### config.mk
export PLATFORM = sky130hd
export DESIGN_NAME = pattern_scan_ctrl
export DESIGN_NICKNAME = d
export VERILOG_FILES = /design/src/rtl/pattern_scan_ctrl.sv
export SDC_FILE = /design/constraint.sdc
export NUM_CORES = 1
export LEC_CHECK = 0
export BUFFER_PORTS_ARGS = -buffer_cell sky130_fd_sc_hd__buf_4
export CORE_MARGIN = 2
export CORE_UTILIZATION = 50
export CTS_CLUSTER_SIZE = 20
export DETAILED_ROUTE_END_ITERATION = 10
export PLACE_DENSITY = 0.74
export SYNTH_ARGS = -nofsm -noshare
export SYNTH_HDL_FRONTEND = slang
export SYNTH_SLANG_ARGS = --single-unit
### constraint.sdc
create_clock -name clk -period 3.1 [get_ports clk]
set_input_delay 0.155 -clock clk [delete_from_list [all_inputs] [get_ports clk]]
set_output_delay 0.155 -clock clk [all_outputs]
set_load 0.05 [all_outputs]
### src/rtl/pattern_scan_ctrl.sv
// pattern_scan_ctrl: programmable serial pattern detector with match counting and match limit.
// Optional first-match position capture is enabled by defining PSC_FIRST_POS_EN.
module pattern_scan_ctrl #(
    parameter int MAXLEN = 8,
    parameter int LEN_W  = 4,
    parameter int CNT_W  = 16
) (
    input  logic              clk,
    input  logic              rst_n,
    input  logic              cfg_we,
    input  logic [MAXLEN-1:0] cfg_pattern,
    input  logic [LEN_W-1:0]  cfg_len,
    input  logic              cfg_overlap,
    input  logic [CNT_W-1:0]  cfg_limit,
    input  logic              start,
    input  logic              stop,
    input  logic              bit_valid,
    input  logic              bit_in,
    output logic              bit_ready,
    output logic              match,
    output logic [CNT_W-1:0]  match_cnt,
    output logic              busy,
    output logic              done,
    output logic              cfg_err,
    output logic [CNT_W-1:0]  first_pos,
    output logic              first_vld
);

    typedef enum logic [1:0] {IDLE, RUN, DONE} state_t;

    state_t              state;
    logic [MAXLEN-1:0]   pat_q;
    logic [LEN_W-1:0]    len_q;
    logic                ovl_q;
    logic [CNT_W-1:0]    limit_q;
    logic [MAXLEN-1:0]   hist;
    logic [LEN_W-1:0]    fill;

    logic                len_ok;
    logic                accept;
    logic                fill_full;
    logic                hit;
    logic                arm;
    logic                err;
    logic [MAXLEN-1:0]   hist_new;
    logic [MAXLEN-1:0]   mask;
    logic [LEN_W:0]      fill_inc;
    logic [CNT_W-1:0]    cnt_next;

    assign bit_ready = (state == RUN);
    assign busy      = (state == RUN);
    assign done      = (state == DONE);

    // Hit evaluation uses the history including the bit being accepted this cycle.
    always_comb begin
        len_ok    = (len_q != '0) && (int'(len_q) <= MAXLEN);
        accept    = bit_valid && bit_ready;
        hist_new  = (hist << 1) | MAXLEN'(bit_in);
        for (int i = 0; i < MAXLEN; i++) begin
            mask[i] = (i < int'(len_q));
        end
        fill_inc  = {1'b0, fill} + (LEN_W+1)'(1);
        fill_full = (fill_inc >= {1'b0, len_q});
        hit       = accept && fill_full && ((hist_new & mask) == (pat_q & mask));
        cnt_next  = (match_cnt == '1) ? match_cnt : match_cnt + CNT_W'(1);
        arm       = start && !stop && (((state == IDLE) && len_ok) || (state == DONE));
        err       = start && !stop && (state == IDLE) && !len_ok;
    end

    always_ff @(posedge clk or negedge rst_n) begin
        if (!rst_n) begin
            state     <= IDLE;
            pat_q     <= MAXLEN'(4'b0110);
            len_q     <= LEN_W'(4);
            ovl_q     <= 1'b1;
            limit_q   <= '0;
            hist      <= '0;
            fill      <= '0;
            match     <= 1'b0;
            match_cnt <= '0;
            cfg_err   <= 1'b0;
        end else begin
            match   <= 1'b0;
            cfg_err <= err;
            case (state)
                IDLE: begin
                    if (cfg_we) begin
                        pat_q   <= cfg_pattern;
                        len_q   <= cfg_len;
                        ovl_q   <= cfg_overlap;
                        limit_q <= cfg_limit;
                    end
                    if (arm) state <= RUN;
                end
                RUN: begin
                    if (accept) begin
                        hist <= hist_new;
                        if (hit && !ovl_q)
                            fill <= '0;
                        else if (fill_full)
                            fill <= len_q;
                        else
                            fill <= fill_inc[LEN_W-1:0];
                        if (hit) begin
                            match     <= 1'b1;
                            match_cnt <= cnt_next;
                        end
                    end
                    // A stop in the same cycle as the limit-reaching hit takes precedence.
                    if (stop)
                        state <= IDLE;
                    else if (hit && (limit_q != '0) && (cnt_next == limit_q))
                        state <= DONE;
                end
                DONE: begin
                    if (stop)
                        state <= IDLE;
                    else if (arm)
                        state <= RUN;
                end
                default: state <= IDLE;
            endcase
            if (arm) begin
                hist      <= '0;
                fill      <= '0;
                match_cnt <= '0;
            end
        end
    end

`ifdef PSC_FIRST_POS_EN
    logic [CNT_W-1:0] bit_idx;

    always_ff @(posedge clk or negedge rst_n) begin
        if (!rst_n) begin
            bit_idx   <= '0;
            first_pos <= '0;
            first_vld <= 1'b0;
        end else if (arm) begin
            bit_idx   <= '0;
            first_pos <= '0;
            first_vld <= 1'b0;
        end else if (accept) begin
            if (bit_idx != '1) bit_idx <= bit_idx + CNT_W'(1);
            if (hit && !first_vld) begin
                first_pos <= bit_idx;
                first_vld <= 1'b1;
            end
        end
    end
`else
    assign first_pos = '0;
    assign first_vld = 1'b0;
`endif

endmodule

* Word level (Yosys, flattened, before mapping)
Index checks and enable logic that the tools add are counted. Widths: inputs -> output; s select.
Operators by class: eq/ne operators 6, reduce and logical (&&, ||, !) cells 25, $add $sub $neg 2, muxes and demuxes 21, bitwise gates (word level) 3, order comparisons 10
Operators with widths (number):
- $mux 16 | 5
- $mux 7 | 3
- $mux 4 | 5
- $add 16x1->16 const B | 1
- $and 8x8->8 | 2
- $eq 16x16->1 | 1
- $eq 16x16->1 const B | 1
- $lt 3x4->1 const A | 4
- $reduce_bool 16->1 | 1
- $logic_and 1x1->1 | 12
- $eq 8x8->1 | 1
- $lt 1x4->1 const A | 2
- $lt 2x4->1 const A | 2
- $mux 2 | 4
- $or 8x1->8 | 1
- $pmux 2 s3 | 1
- $reduce_bool 2->1 | 3
- $add 4x1->5 const B | 1
- $ge 5x4->1 | 1
- $le 4x4->1 const B | 1
- $reduce_and 2->1 | 2
- $reduce_bool 4->1 | 1
- $logic_not 1->1 | 3
- $mux 1 | 3
- 6 further kinds | 6
Storage, ports and cells: bits of input ports 36, register bits 60, word-level logic and storage cells 77, output and inout bits 38

* Depth between registers and ports, before layout
depth in word-level cells 9, gate-level depth with buffers 11, depth with buffers taken out 10

* Worst setup path before layout
No wires, ideal clock.
path kind reg-to-reg, start point reg match_cnt[0], end point reg state[0], setup time 131 ps, clock period less this slack 2809 ps, data required time 2969 ps, buffers on the path 1, data arrival time 2678 ps, stages on the path, launching flop included 11, slack 291 ps, cell sequence dfrtp_1 -> ha_1 -> bufbuf_16 -> nand3_1 -> nor2_1 -> mux2i_1 -> xor2_1 -> o2111ai_1 -> nor4_1 -> and4_1 -> o22ai_1
Between the ends: cells in the longest elaborated chain, start to end 5, elaborated cells between the ends (all ways) 6, those cells by class 1 x add/sub; 3 x eq/ne; 1 x mux; 1 x reduce/logical
RTL lines:
- start: declaration | RTL line 21 | output logic [CNT_W-1:0] match_cnt,
- start signal: assignment | RTL line 106 | match_cnt <= cnt_next;
- $add 16x1->16 or $eq 16x16->1 (tied branches) | RTL line 65 | cnt_next = (match_cnt == '1) ? match_cnt : match_cnt + CNT_W'(1);
- $mux 16 (*) | RTL line 65
- $eq 16x16->1 (*) | RTL line 112 | else if (hit && (limit_q != '0) && (cnt_next == limit_q))
- $logic_and 1x1->1 (*) | RTL line 112
- $ne 3x2->1 (no source line) (*)
- end signal: assignment | RTL line 111 | state <= IDLE;
- end signal: assignment | RTL line 113 | state <= DONE;
- end signal: assignment | RTL line 117 | state <= IDLE;
- end: declaration | RTL line 31 | state_t state;
Every way passes the cells marked *; elsewhere a longest branch is shown, timed or not. A chain may end at the register's enable or synchronous reset.

* Final worst setup path
Ends and elaborated chain as after synthesis.

==> out/results.tsv <==
metric	value	unit
clk_pin_slew_worst_paths	70	ps
ys_seq_area_frac	0.411	
hp-class	in2reg	
slew_headroom	0.483	
num_rows	31	
grt_antenna_before_repair	0	
cp-startpoint	match_cnt[0]	
drv_slew	0	
cts_resized	0	
drt_wl_total	8580	microns
synth_cell_types	61	
coreArea	7180	sq um
ff2ff_path_depth	9	
clk_latency	330	ps
reg2reg_slack	300	ps
synth_edf_count	0	
fill_cells	633	
cp.arrival	3000	ps
final_nets	473	
vdd_drop_max	0.348	mV
synthFlopType	dfrtp_1	
area_growth	16.9	%
die-area	8020	sq um
grt_first_pass_wirelength	14000	microns
dieWidth	89.6	microns
track_usage	0.228	
post-place-ws	360	ps
numCtsBuffers	9	
hold_ws	20.5	ps
ant_nets	0	
ff_latch_area	1510	sq um
num_vias	3006	
clockBufferDepth	2	
criticalPathCategory	reg2reg	
hold_viol_final	0	
syn_area	3660	sq um
setup_viol	0	
setup_ws	297	ps
clock_sinks	60	
io_pins	74	
hp-start	cfg_len[3]	
synthCells	372	
fin_tns_setup	0	ps
rsz0062_at_grt	no	
start_util	0.510	
reg2reg_to	state[0]	
clock_skew	9.74	ps
async_flop_share	1.00	
drive_above_1_share	0.284	
wl_per_cell	16.0	microns
die_h	89.6	microns
mostFrequentLayoutCell	buf_4	
fin_crit	2800	ps
root_buffer	clkbuf_8	
whs_endpoint	len_q[3]	
gp_congestion	0.901	
grt_max_degree	61	
crit-reg2reg-launch	match_cnt[0]	
grt_pass1_vias	2761	
period_share	0.904	
io_buffers	56	
h-tree-depth	3	
avgViaCountPerCell	5.62	
overflow	0	
p_leak	1.95	nW
crit_required	3300	ps
yosysWarnings	0	
worst_pin_slew	776	ps
route.detailed.drc	0	
timing.fmax	357	MHz
crit_path_start_kind	register	
end_kind	register	
multi_input_area	1940	sq um
max_cap_viol_count	0	
drt_iter0_markers	184	
most-common-layout-cells	63 x buf_4, 56 x dfrtp_1, 37 x nand2_1	
crit_fanout	8	
avgSynthCellArea	9.84	sq um
status	completed	
dp_hpwl	6340	microns
hold_depth	3	
antenna_cells	0	
drt-pass1-iter-count	6	
synth_seq_cells	60	
power.density	590	nW/um^2
cts_tree	built	
[final cells by class]
| class | count | share of cell area |
|---|---|---|
| Inverter | 8 | 0.00702 |
| Tap cell | 99 | 0.0289 |
| Timing Repair Buffer | 64 | 0.113 |
| Sequential cell | 60 | 0.352 |
| Clock buffer | 12 | 0.0339 |
| Multi-Input combinational cell | 288 | 0.454 |
| Clock inverter | 4 | 0.0114 |
[timing repair]
item,CTS,global route
hold buffers,1,0
hold endpoints to repair,56,0
endpoints found under the setup margin,0,0
setup buffers,0,0
[cells in the mapped netlist, types with 3 or more instances]
cell | count | share of area
and4_2 | 4 | 0.011
a21oi_1 | 13 | 0.018
nand2_1 | 37 | 0.038
clkbuf_1 | 7 | 0.0072
buf_4 | 20 | 0.041
and3_1 | 4 | 0.0068
nor4_1 | 7 | 0.012
nand4_1 | 5 | 0.0085
nor2_1 | 22 | 0.023
nand3_1 | 14 | 0.019
nor3_1 | 9 | 0.012
o21ai_0 | 28 | 0.038
a31oi_1 | 4 | 0.0068
dfrtp_1 | 56 | 0.38
nand2b_1 | 3 | 0.0051
xor2_1 | 20 | 0.048
mux2i_1 | 8 | 0.022
dfstp_2 | 4 | 0.029
mux2_2 | 27 | 0.083
o31ai_1 | 3 | 0.0062
inv_1 | 7 | 0.0072
xnor2_1 | 12 | 0.029
nor2b_1 | 5 | 0.0085
ha_1 | 6 | 0.021
[worst max-delay path, stage by stage, from the launching register on]
cell       delay, ps
dfrtp_1          470
ha_1             350
nand3_1          230
nor2_1           460
nand2_1          240
xor2_1           190
o2111ai_1        120
nor4_1           280
and4_1           260
o22ai_1           70
[logic make-up after synthesis]
group / synth area share
XOR/XNOR: 0.0766
adder cells (fa/ha/maj): 0.0205
multiplexers: 0.105
AO/OA/AOI/OAI: 0.124
buffers and inverters: 0.0755
other: 0.00102
AND/OR/NAND/NOR: 0.186
flip-flops: 0.411
[how the worst max path moves through the flow]
| stage | end | slack [ps] | depth (start not counted) |
|---|---|---|---|
| floorplan | state[0] | 290 | 10 |
| global placement | state[0] | 420 | 8 |
| detailed placement | state[0] | 360 | 9 |
| CTS | state[0] | 300 | 9 |
| global route | state[0] | 10 | 9 |
| finish | state[0] | 300 | 9 |
[stage by stage]
stage	total power, W	area (sq um)	util	std cells
global placement	0.00180	4080	0.568	518
finish	0.00253	4280	0.597	535
global route	0.00269	4280	0.597	535
floorplan	0.00161	3720	-	388
detailed placement	0.00183	4080	0.568	518
CTS	0.00254	4280	0.597	535
[report_power, final]
| group | internal [W] | leakage (nW) | total [W] | switching, W |
|---|---|---|---|---|
| registers | 0.000925 | 0.762 | 0.00109 | 0.000166 |
| clock network | 0.000393 | 0.100 | 0.000705 | 0.000312 |
| logic | 0.000330 | 1.09 | 0.000731 | 0.000401 |
[sequential cells by signal, summed over array words and instances, names as in the netlist]
signal,count
match_cnt,16
pat_q,8
limit_q,16
len_q,4
hist,7
fill,4
state,2
cfg_err,1
ovl_q,1
match,1
[routing by layer]
| metal | vias to the layer above | GRT usage | wire, microns |
|---|---|---|---|
| met2 | 115 | 0.348 | 3990 |
| met3 | 10 | 0.0622 | 572 |
| li1 | 1425 | - | - |
| met1 | 1456 | 0.326 | 3910 |
| met4 | 0 | 0.0529 | 115 |
| met5 | - | 0 | 0 |
Power figures use the tool's default switching activity.
